===== src/rtl/glyph_match_scorer_if.sv =====
// rtl/glyph_match_scorer_if.sv - scorer-to-glyph-ROM/sample-buffer/controller signal bundle
interface glyph_match_scorer_if #(
    parameter int ADDR_W  = 4,
    parameter int WIDTH   = 16,
    parameter int SCORE_W = 9
);
    logic               start;
    logic [ADDR_W-1:0]  rom_addr;
    logic [0:WIDTH-1]   rom_char;
    logic [ADDR_W-1:0]  sample_addr;
    logic [0:WIDTH-1]   sample_row;
    logic               busy;
    logic               done;
    logic [SCORE_W-1:0] score;
    logic               match;

    // master is the recognition-controller side that also hosts the ROM and sample buffer
    modport master (
        output start, rom_char, sample_row,
        input  rom_addr, sample_addr, busy, done, score, match
    );

    modport slave (
        input  start, rom_char, sample_row,
        output rom_addr, sample_addr, busy, done, score, match
    );
endinterface


===== src/rtl/glyph_match_scorer.sv =====
// rtl/glyph_match_scorer.sv - Hamming-distance scorer of a sample bitmap against one glyph template
module glyph_match_scorer #(
    parameter int ROWS    = 16,
    parameter int WIDTH   = 16,
    parameter int SCORE_W = 9,
    parameter int THRESH  = 40
) (
    input  logic clk,
    input  logic rst_n,
    glyph_match_scorer_if.slave bus
);
    localparam int ROW_W = $clog2(ROWS);
    localparam int PC_W  = $clog2(WIDTH + 1);

    typedef enum logic [1:0] {
        IDLE = 2'd0,
        SCAN = 2'd1,
        DONE = 2'd2
    } state_t;

    state_t             state_q, state_d;
    logic [ROW_W-1:0]   row_q, row_d;
    logic [SCORE_W-1:0] acc_q, acc_d;
    logic [SCORE_W-1:0] score_q, score_d;
    logic               match_q, match_d;

    logic [PC_W-1:0]    row_term;
    logic [SCORE_W-1:0] acc_sum;

    function automatic logic [PC_W-1:0] popcount(input logic [0:WIDTH-1] v);
        logic [PC_W-1:0] cnt;
        cnt = '0;
        for (int i = 0; i < WIDTH; i++) begin
            cnt = cnt + PC_W'(v[i]);
        end
        return cnt;
    endfunction

    assign row_term = popcount(bus.rom_char ^ bus.sample_row);
    assign acc_sum  = acc_q + SCORE_W'(row_term);

    always_ff @(posedge clk or negedge rst_n) begin
        if (!rst_n) begin
            state_q <= IDLE;
            row_q   <= '0;
            acc_q   <= '0;
            score_q <= '0;
            match_q <= 1'b0;
        end else begin
            state_q <= state_d;
            row_q   <= row_d;
            acc_q   <= acc_d;
            score_q <= score_d;
            match_q <= match_d;
        end
    end

    // score/match only move on the last row, so a running scan never disturbs them
    always_comb begin
        state_d = state_q;
        row_d   = row_q;
        acc_d   = acc_q;
        score_d = score_q;
        match_d = match_q;
        unique case (state_q)
            IDLE: begin
                if (bus.start) begin
                    row_d   = '0;
                    acc_d   = '0;
                    state_d = SCAN;
                end
            end
            SCAN: begin
                acc_d = acc_sum;
                if (row_q == ROW_W'(ROWS - 1)) begin
                    score_d = acc_sum;
                    match_d = (acc_sum <= SCORE_W'(THRESH));
                    state_d = DONE;
                end else begin
                    row_d = row_q + 1'b1;
                end
            end
            DONE: begin
                state_d = IDLE;
            end
            default: begin
                state_d = IDLE;
            end
        endcase
    end

    assign bus.rom_addr    = (state_q == SCAN) ? row_q : '0;
    assign bus.sample_addr = bus.rom_addr;
    assign bus.busy        = (state_q != IDLE);
    assign bus.done        = (state_q == DONE);
    assign bus.score       = score_q;
    assign bus.match       = match_q;
endmodule


===== src/flat_wrapper.sv =====
// flat-port wrapper written by rule: the top's interface ports become plain ports
module glyph_match_scorer_flat 
#(
    parameter int ROWS    = 16,
    parameter int WIDTH   = 16,
    parameter int SCORE_W = 9,
    parameter int THRESH  = 40
)
  (clk, rst_n, bus_start, bus_rom_char, bus_sample_row, bus_rom_addr, bus_sample_addr, bus_busy, bus_done, bus_score, bus_match);
  glyph_match_scorer_if #(.ADDR_W(4), .WIDTH(WIDTH), .SCORE_W(SCORE_W)) bus_i ();
  input  logic clk;
  input  logic rst_n;
  input wire logic [$bits(bus_i.start)-1:0] bus_start;
  input wire logic [$bits(bus_i.rom_char)-1:0] bus_rom_char;
  input wire logic [$bits(bus_i.sample_row)-1:0] bus_sample_row;
  output wire logic [$bits(bus_i.rom_addr)-1:0] bus_rom_addr;
  output wire logic [$bits(bus_i.sample_addr)-1:0] bus_sample_addr;
  output wire logic [$bits(bus_i.busy)-1:0] bus_busy;
  output wire logic [$bits(bus_i.done)-1:0] bus_done;
  output wire logic [$bits(bus_i.score)-1:0] bus_score;
  output wire logic [$bits(bus_i.match)-1:0] bus_match;
  assign bus_i.start = bus_start;
  assign bus_i.rom_char = bus_rom_char;
  assign bus_i.sample_row = bus_sample_row;
  assign bus_rom_addr = bus_i.rom_addr;
  assign bus_sample_addr = bus_i.sample_addr;
  assign bus_busy = bus_i.busy;
  assign bus_done = bus_i.done;
  assign bus_score = bus_i.score;
  assign bus_match = bus_i.match;
  glyph_match_scorer #(.ROWS(ROWS), .WIDTH(WIDTH), .SCORE_W(SCORE_W), .THRESH(THRESH)) u_core (.clk(clk), .rst_n(rst_n), .bus(bus_i));
endmodule

===== config.mk =====
export PLATFORM = sky130hd
export DESIGN_NAME = glyph_match_scorer_flat
export DESIGN_NICKNAME = d
export VERILOG_FILES = /design/src/rtl/glyph_match_scorer_if.sv /design/src/rtl/glyph_match_scorer.sv /design/src/flat_wrapper.sv
export SDC_FILE = /design/constraint.sdc
export NUM_CORES = 1
export LEC_CHECK = 0
export CAP_MARGIN = 20
export CORE_MARGIN = 1.5
export CORE_UTILIZATION = 45
export CTS_BUF_LIST = sky130_fd_sc_hd__clkbuf_4
export CTS_CLUSTER_DIAMETER = 120
export DETAILED_ROUTE_END_ITERATION = 8
export PLACE_DENSITY_LB_ADDON = 0.2
export SLEW_MARGIN = 20
export SYNTH_ARGS = -nofsm -noshare
export SYNTH_HDL_FRONTEND = slang
export SYNTH_SLANG_ARGS = --single-unit

===== constraint.sdc =====
create_clock -name clk -period 2.6 [get_ports clk]
set_input_delay 0.52 -clock clk [delete_from_list [all_inputs] [get_ports clk]]
set_output_delay 0.52 -clock clk [all_outputs]
set_load 0.03 [all_outputs]

* Yosys cells after proc, flatten, opt, wreduce, memory -nomap -nowiden
Index checks and enable logic that the tools add are counted.
** Storage, ports and cells
- Memories kept :: 0
- Memory bits (writable) :: 0
- Register bits :: 25
- Input bits :: 35
- Memory bits (read-only) :: 0
- Word-level logic and storage cells :: 46
- Bits in latches :: 0
** Cells by class
- $add $sub $neg :: 17
- Multipliers :: 0
- Divide/modulo/power cells :: 0
- Bitwise gates (word level) :: 1
- Shift-type cells :: 0
- Magnitude comparators :: 1
- Reduce and logical (&&, ||, !) cells :: 7
- Muxes and demuxes :: 9
- Eq/ne operators :: 6
** Operators with widths (count)
- $add A5 B1 Y5 :: 14
- $pmux W9 S2 :: 1
- $xor A16 B16 Y16 :: 1
- $mux W4 :: 3
- $add A9 B5 Y9 :: 1
- $le A9 B6 Y1 const B :: 1
- $mux W9 :: 1
- $pmux W4 S2 :: 1
- $reduce_and A2 Y1 :: 3
- $add A4 B1 Y4 const B :: 1
- $eq A4 B4 Y1 const B :: 1
- $mux W2 :: 2
- $ne A2 B2 Y1 const B :: 2
- $pmux W2 S2 :: 1
- $reduce_bool A2 Y1 :: 2
- $reduce_and A3 Y1 :: 1
- $add A1 B1 Y2 :: 1
- $eq A2 B1 Y1 const B :: 1
- $eq A2 B2 Y1 const B :: 1
- $logic_not A2 Y1 :: 1
- $ne A2 B1 Y1 const B :: 1

* Longest topological paths before layout
- Depth in word-level cells :: 18
- Mapped depth :: 19
- Gate-level depth less buffers :: 19

* Worst setup path before layout
OpenSTA, ideal clock, no wires.
- Kind :: input port to flip-flop
- From :: input bus_sample_row[14]
- To :: register u_core.acc_q[6]
- Cell stages on the path :: 16
- Setup slack :: -2858 ps
- Buffers on the path :: 0
- Data arrival time :: 5337 ps
- Cell sequence :: xor2_1 -> ha_1 -> fa_1 -> fa_1 -> fa_1 -> inv_1 -> fa_1 -> fa_1 -> fa_1 -> inv_1 -> fa_1 -> nand3_1 -> a21boi_2 -> o21a_4 -> mux2_4 -> a22o_1
** On the way
- Word-level cells in the longest chain between the ends :: 18
** Ends and longest elaborated chain
- start: declaration :: RTL line flat_wrapper.sv:15 : input wire logic [$bits(bus_i.sample_row)-1:0] bus_sample_row;
- $xor A16 B16 Y16 :: RTL line glyph_match_scorer.sv:39 : assign row_term = popcount(bus.rom_char ^ bus.sample_row);
- $add A1 B1 Y2 :: RTL line glyph_match_scorer.sv:34 : cnt = cnt + PC_W'(v[i]);
- $add A5 B1 Y5 (14 in a row) :: RTL line glyph_match_scorer.sv:34
- $add A9 B5 Y9 :: RTL line glyph_match_scorer.sv:40 : assign acc_sum = acc_q + SCORE_W'(row_term);
- $pmux W9 S2 :: RTL line glyph_match_scorer.sv:65 : unique case (state_q)
- end signal: assignment :: RTL line glyph_match_scorer.sv:46 : acc_q <= '0;
- end signal: assignment :: RTL line glyph_match_scorer.sv:52 : acc_q <= acc_d;
- end: declaration :: RTL line glyph_match_scorer.sv:23 : logic [SCORE_W-1:0] acc_q, acc_d;
No other way between the ends.
A chain may end at the register's enable or synchronous reset.

* Worst setup path in the final report
- From :: input bus_sample_row[15]
- To :: register u_core.acc_q[6]
The elaborated chain is that of the path after synthesis.

==> results.toml <==
[run_status]
status = "finished, violations left"
violations = "negative setup slack"

[placement]
place_inst = 298
routabilityCongestion = 0.727
hpwlAfterDp_mm = 2.89
io_buffers = 54
place_ws_ns = -3.06

[synthesis]
avgSynthCellArea_um2 = 10.1
async_reset_ff_share_pct = 100
synth_top_cell_area_share_pct = 33.9
synthesis.nets = 241
yosysSeqAreaShare_pct = 33.9
ys.flop_type = "dfrtp_1"
netlist_instances = 183
synth_edf_count = 0
yosysUniqueCellTypes = 36
yosys_warnings = 0
ys_top_cells_by_area = "dfrtp_1, fa_1, ha_1, xor2_1, nand2_1"
ys_ff_latch = 25
syn_area_um2 = 1840
yosysTopAreaCell = "dfrtp_1"

[timing]
tightest_slew_ns = 0.377
clock.fmax_mhz = 198
fin_skew_ns = 0.00778
hold_ws_ns = 0.489
rsz0062_at_grt = "true"
setup_viol = 19
slew_headroom_pct = 74.9
fin_crit_ns = 5.06
post-route-period-util_pct = 195
fin_ws_ns = -2.46
final_max_slew_viol_count = 0
fin_tns_setup_ns = -41.16
finalHoldViolCount = 0

[final_layout]
mostFrequentLayoutCells = "clkdlybuf4s50_1, dfrtp_1, nand2_1"
fin_cells = 307
fillers = 302
final_common_cell = "clkdlybuf4s50_1"
area_growth_pct = 53.6
antenna_cells = 0
layout-drive-gt1-share_pct = 27.2
fin_nets = 316

[global_routing]
gr-usage-met2_pct = 30.6
grt_pass1_vias = 1399
busiest_layer = "met2"
antenna_found_initial = 0
grt_use_met1_pct = 23.3
grt_start_max_net_pins = 26
grt_use_met3_pct = 3.04
grt_pass1_wl_mm = 6.11
track_usage_pct = 17.9
grt_overflow_total = 0

[route]
viasPerCell = 5.03
routed_wirelength_mm = 3.98
drtIter0Drc = 90
route.detailed.drc = 0
num_vias = 1543
wl_per_cell_um = 12.9
ant_nets = 0
firstDrtPassIters = 4

[clock_tree]
numCtsBuffers = 3
hold_buffers = 0
cts.htree.levels = 1
tritoncts = "built"
clock_path_buffers = 2
cts-root-buf = "clkbuf_4"
cts_sinks = 25
clkLatencyLatePin_ns = 0.32
path_clk_slew_ns = 0.14

[min_path]
min_path_type = "reg2reg"
min-delay-start = "u_core.bus.score[4]"

[job]
cap_violations = 0

[floorplan]
io_pins = 55
fp.dieH_um = 67.0
chipWidth_um = 67.0
initial_utilization_pct = 46.4
dieArea_um2 = 4490
rows = 23
core_um2 = 3970

[worst_setup_path]
arrival_ns = 5.29
critPathMaxFanout = 2
startpoint_type = "input pin"
crit_start = "bus_sample_row[15]"
critPathKind = "in2reg"
r2r_start = "u_core.acc_q[0]"
end_kind = "flop"
critical_path_required_ns = 2.83
metrics by stage:
step	utilization, %	area, µm²
final	71.3	2830
after global routing	71.3	2830
after CTS	68.0	2700
after detailed placement	65.0	2580
after global placement	65.0	2580
after floorplan	-	1870
critical path: stages:
cell      delay (ns)
buf_6           0.09
xor2_1          0.15
ha_1            0.31
fa_1            0.58
fa_1            0.44
fa_1            0.51
inv_2           0.04
fa_1            0.45
fa_2            0.36
fa_2            0.53
inv_2           0.05
fa_2            0.37
nand3_4         0.10
a21boi_2        0.06
o21a_4          0.21
mux2_4          0.30
a22o_1          0.21
worst paths after layout:
kind                                       end  slack (ns)  cells after the start
max                            u_core.acc_q[6]       -2.46                     17
min                        u_core.bus.score[4]        0.49                      2
max reg2reg                    u_core.acc_q[6]        0.60                      7
min reg2reg                u_core.bus.score[4]        0.49                      2
max in group asynchronous      u_core.acc_q[2]        1.82                      2
min in group asynchronous      u_core.acc_q[8]        0.54                      2
cells in the mapped netlist (2+ instances only):
cell      instances
a22o_1            9
xnor2_1          11
inv_1            12
nor2_1            5
a21oi_2           2
nand2_1          26
o21ai_1           5
a21oi_1           9
and2_1            4
nand2b_1          2
fa_1             11
nor2b_1           3
nand3_1           2
xor2_1           16
buf_4             4
ha_1             12
clkbuf_1          4
dfrtp_1          25
nand4_1           2
a21o_1            3
layout make-up:
cell class                 count  area (µm²)  area share [%]
multi-input combinational    137        1310            46.1
clock inverter                 1        5.00           0.177
timing repair buffer          79         764            27.0
inverter                      12        45.0            1.59
sequential                    25         626            22.1
tap                           50        62.6            2.21
clock buffer                   3        22.5           0.795
state kept, by name, indices dropped and copies added (netlist names):
name and count:
u_core.bus.match 1, u_core.acc_q 9, u_core.bus.score 9, u_core.row_q 4
u_core.state_q 2
kinds of logic (layout without fill, tap and decap cells):
family	Yosys count	in the layout	synth area share [%]
and+or+nand+nor	49	49	12.6
AOI/OAI and AO/OA	36	36	14.0
xor gates and xnor gates	27	27	12.8
DFF	25	25	33.9
adders and majority gates	23	23	20.1
buffers and inverters	21	95	5.16
muxes	2	2	1.43
per-layer routing:
| metal | wire (µm) | up-vias |
|---|---|---|
| li1 | - | 756 |
| met1 | 1710 | 746 |
| met2 | 2090 | 35 |
| met3 | 119 | 6 |
| met4 | 50 | 0 |
| met5 | 0 | - |
repair_timing:
action                                  CTS  global route
endpoints found under the setup margin   19            19
gates resized for setup                  34            23
gates cloned                              0             0
pin swaps                                32            27
buffers inserted                          4             3
endpoints found under the hold margin     0             0
Power is left out: the tool's default activity adds up to more than one toggle a clock period on the data nets, which glitch-free logic cannot reach.
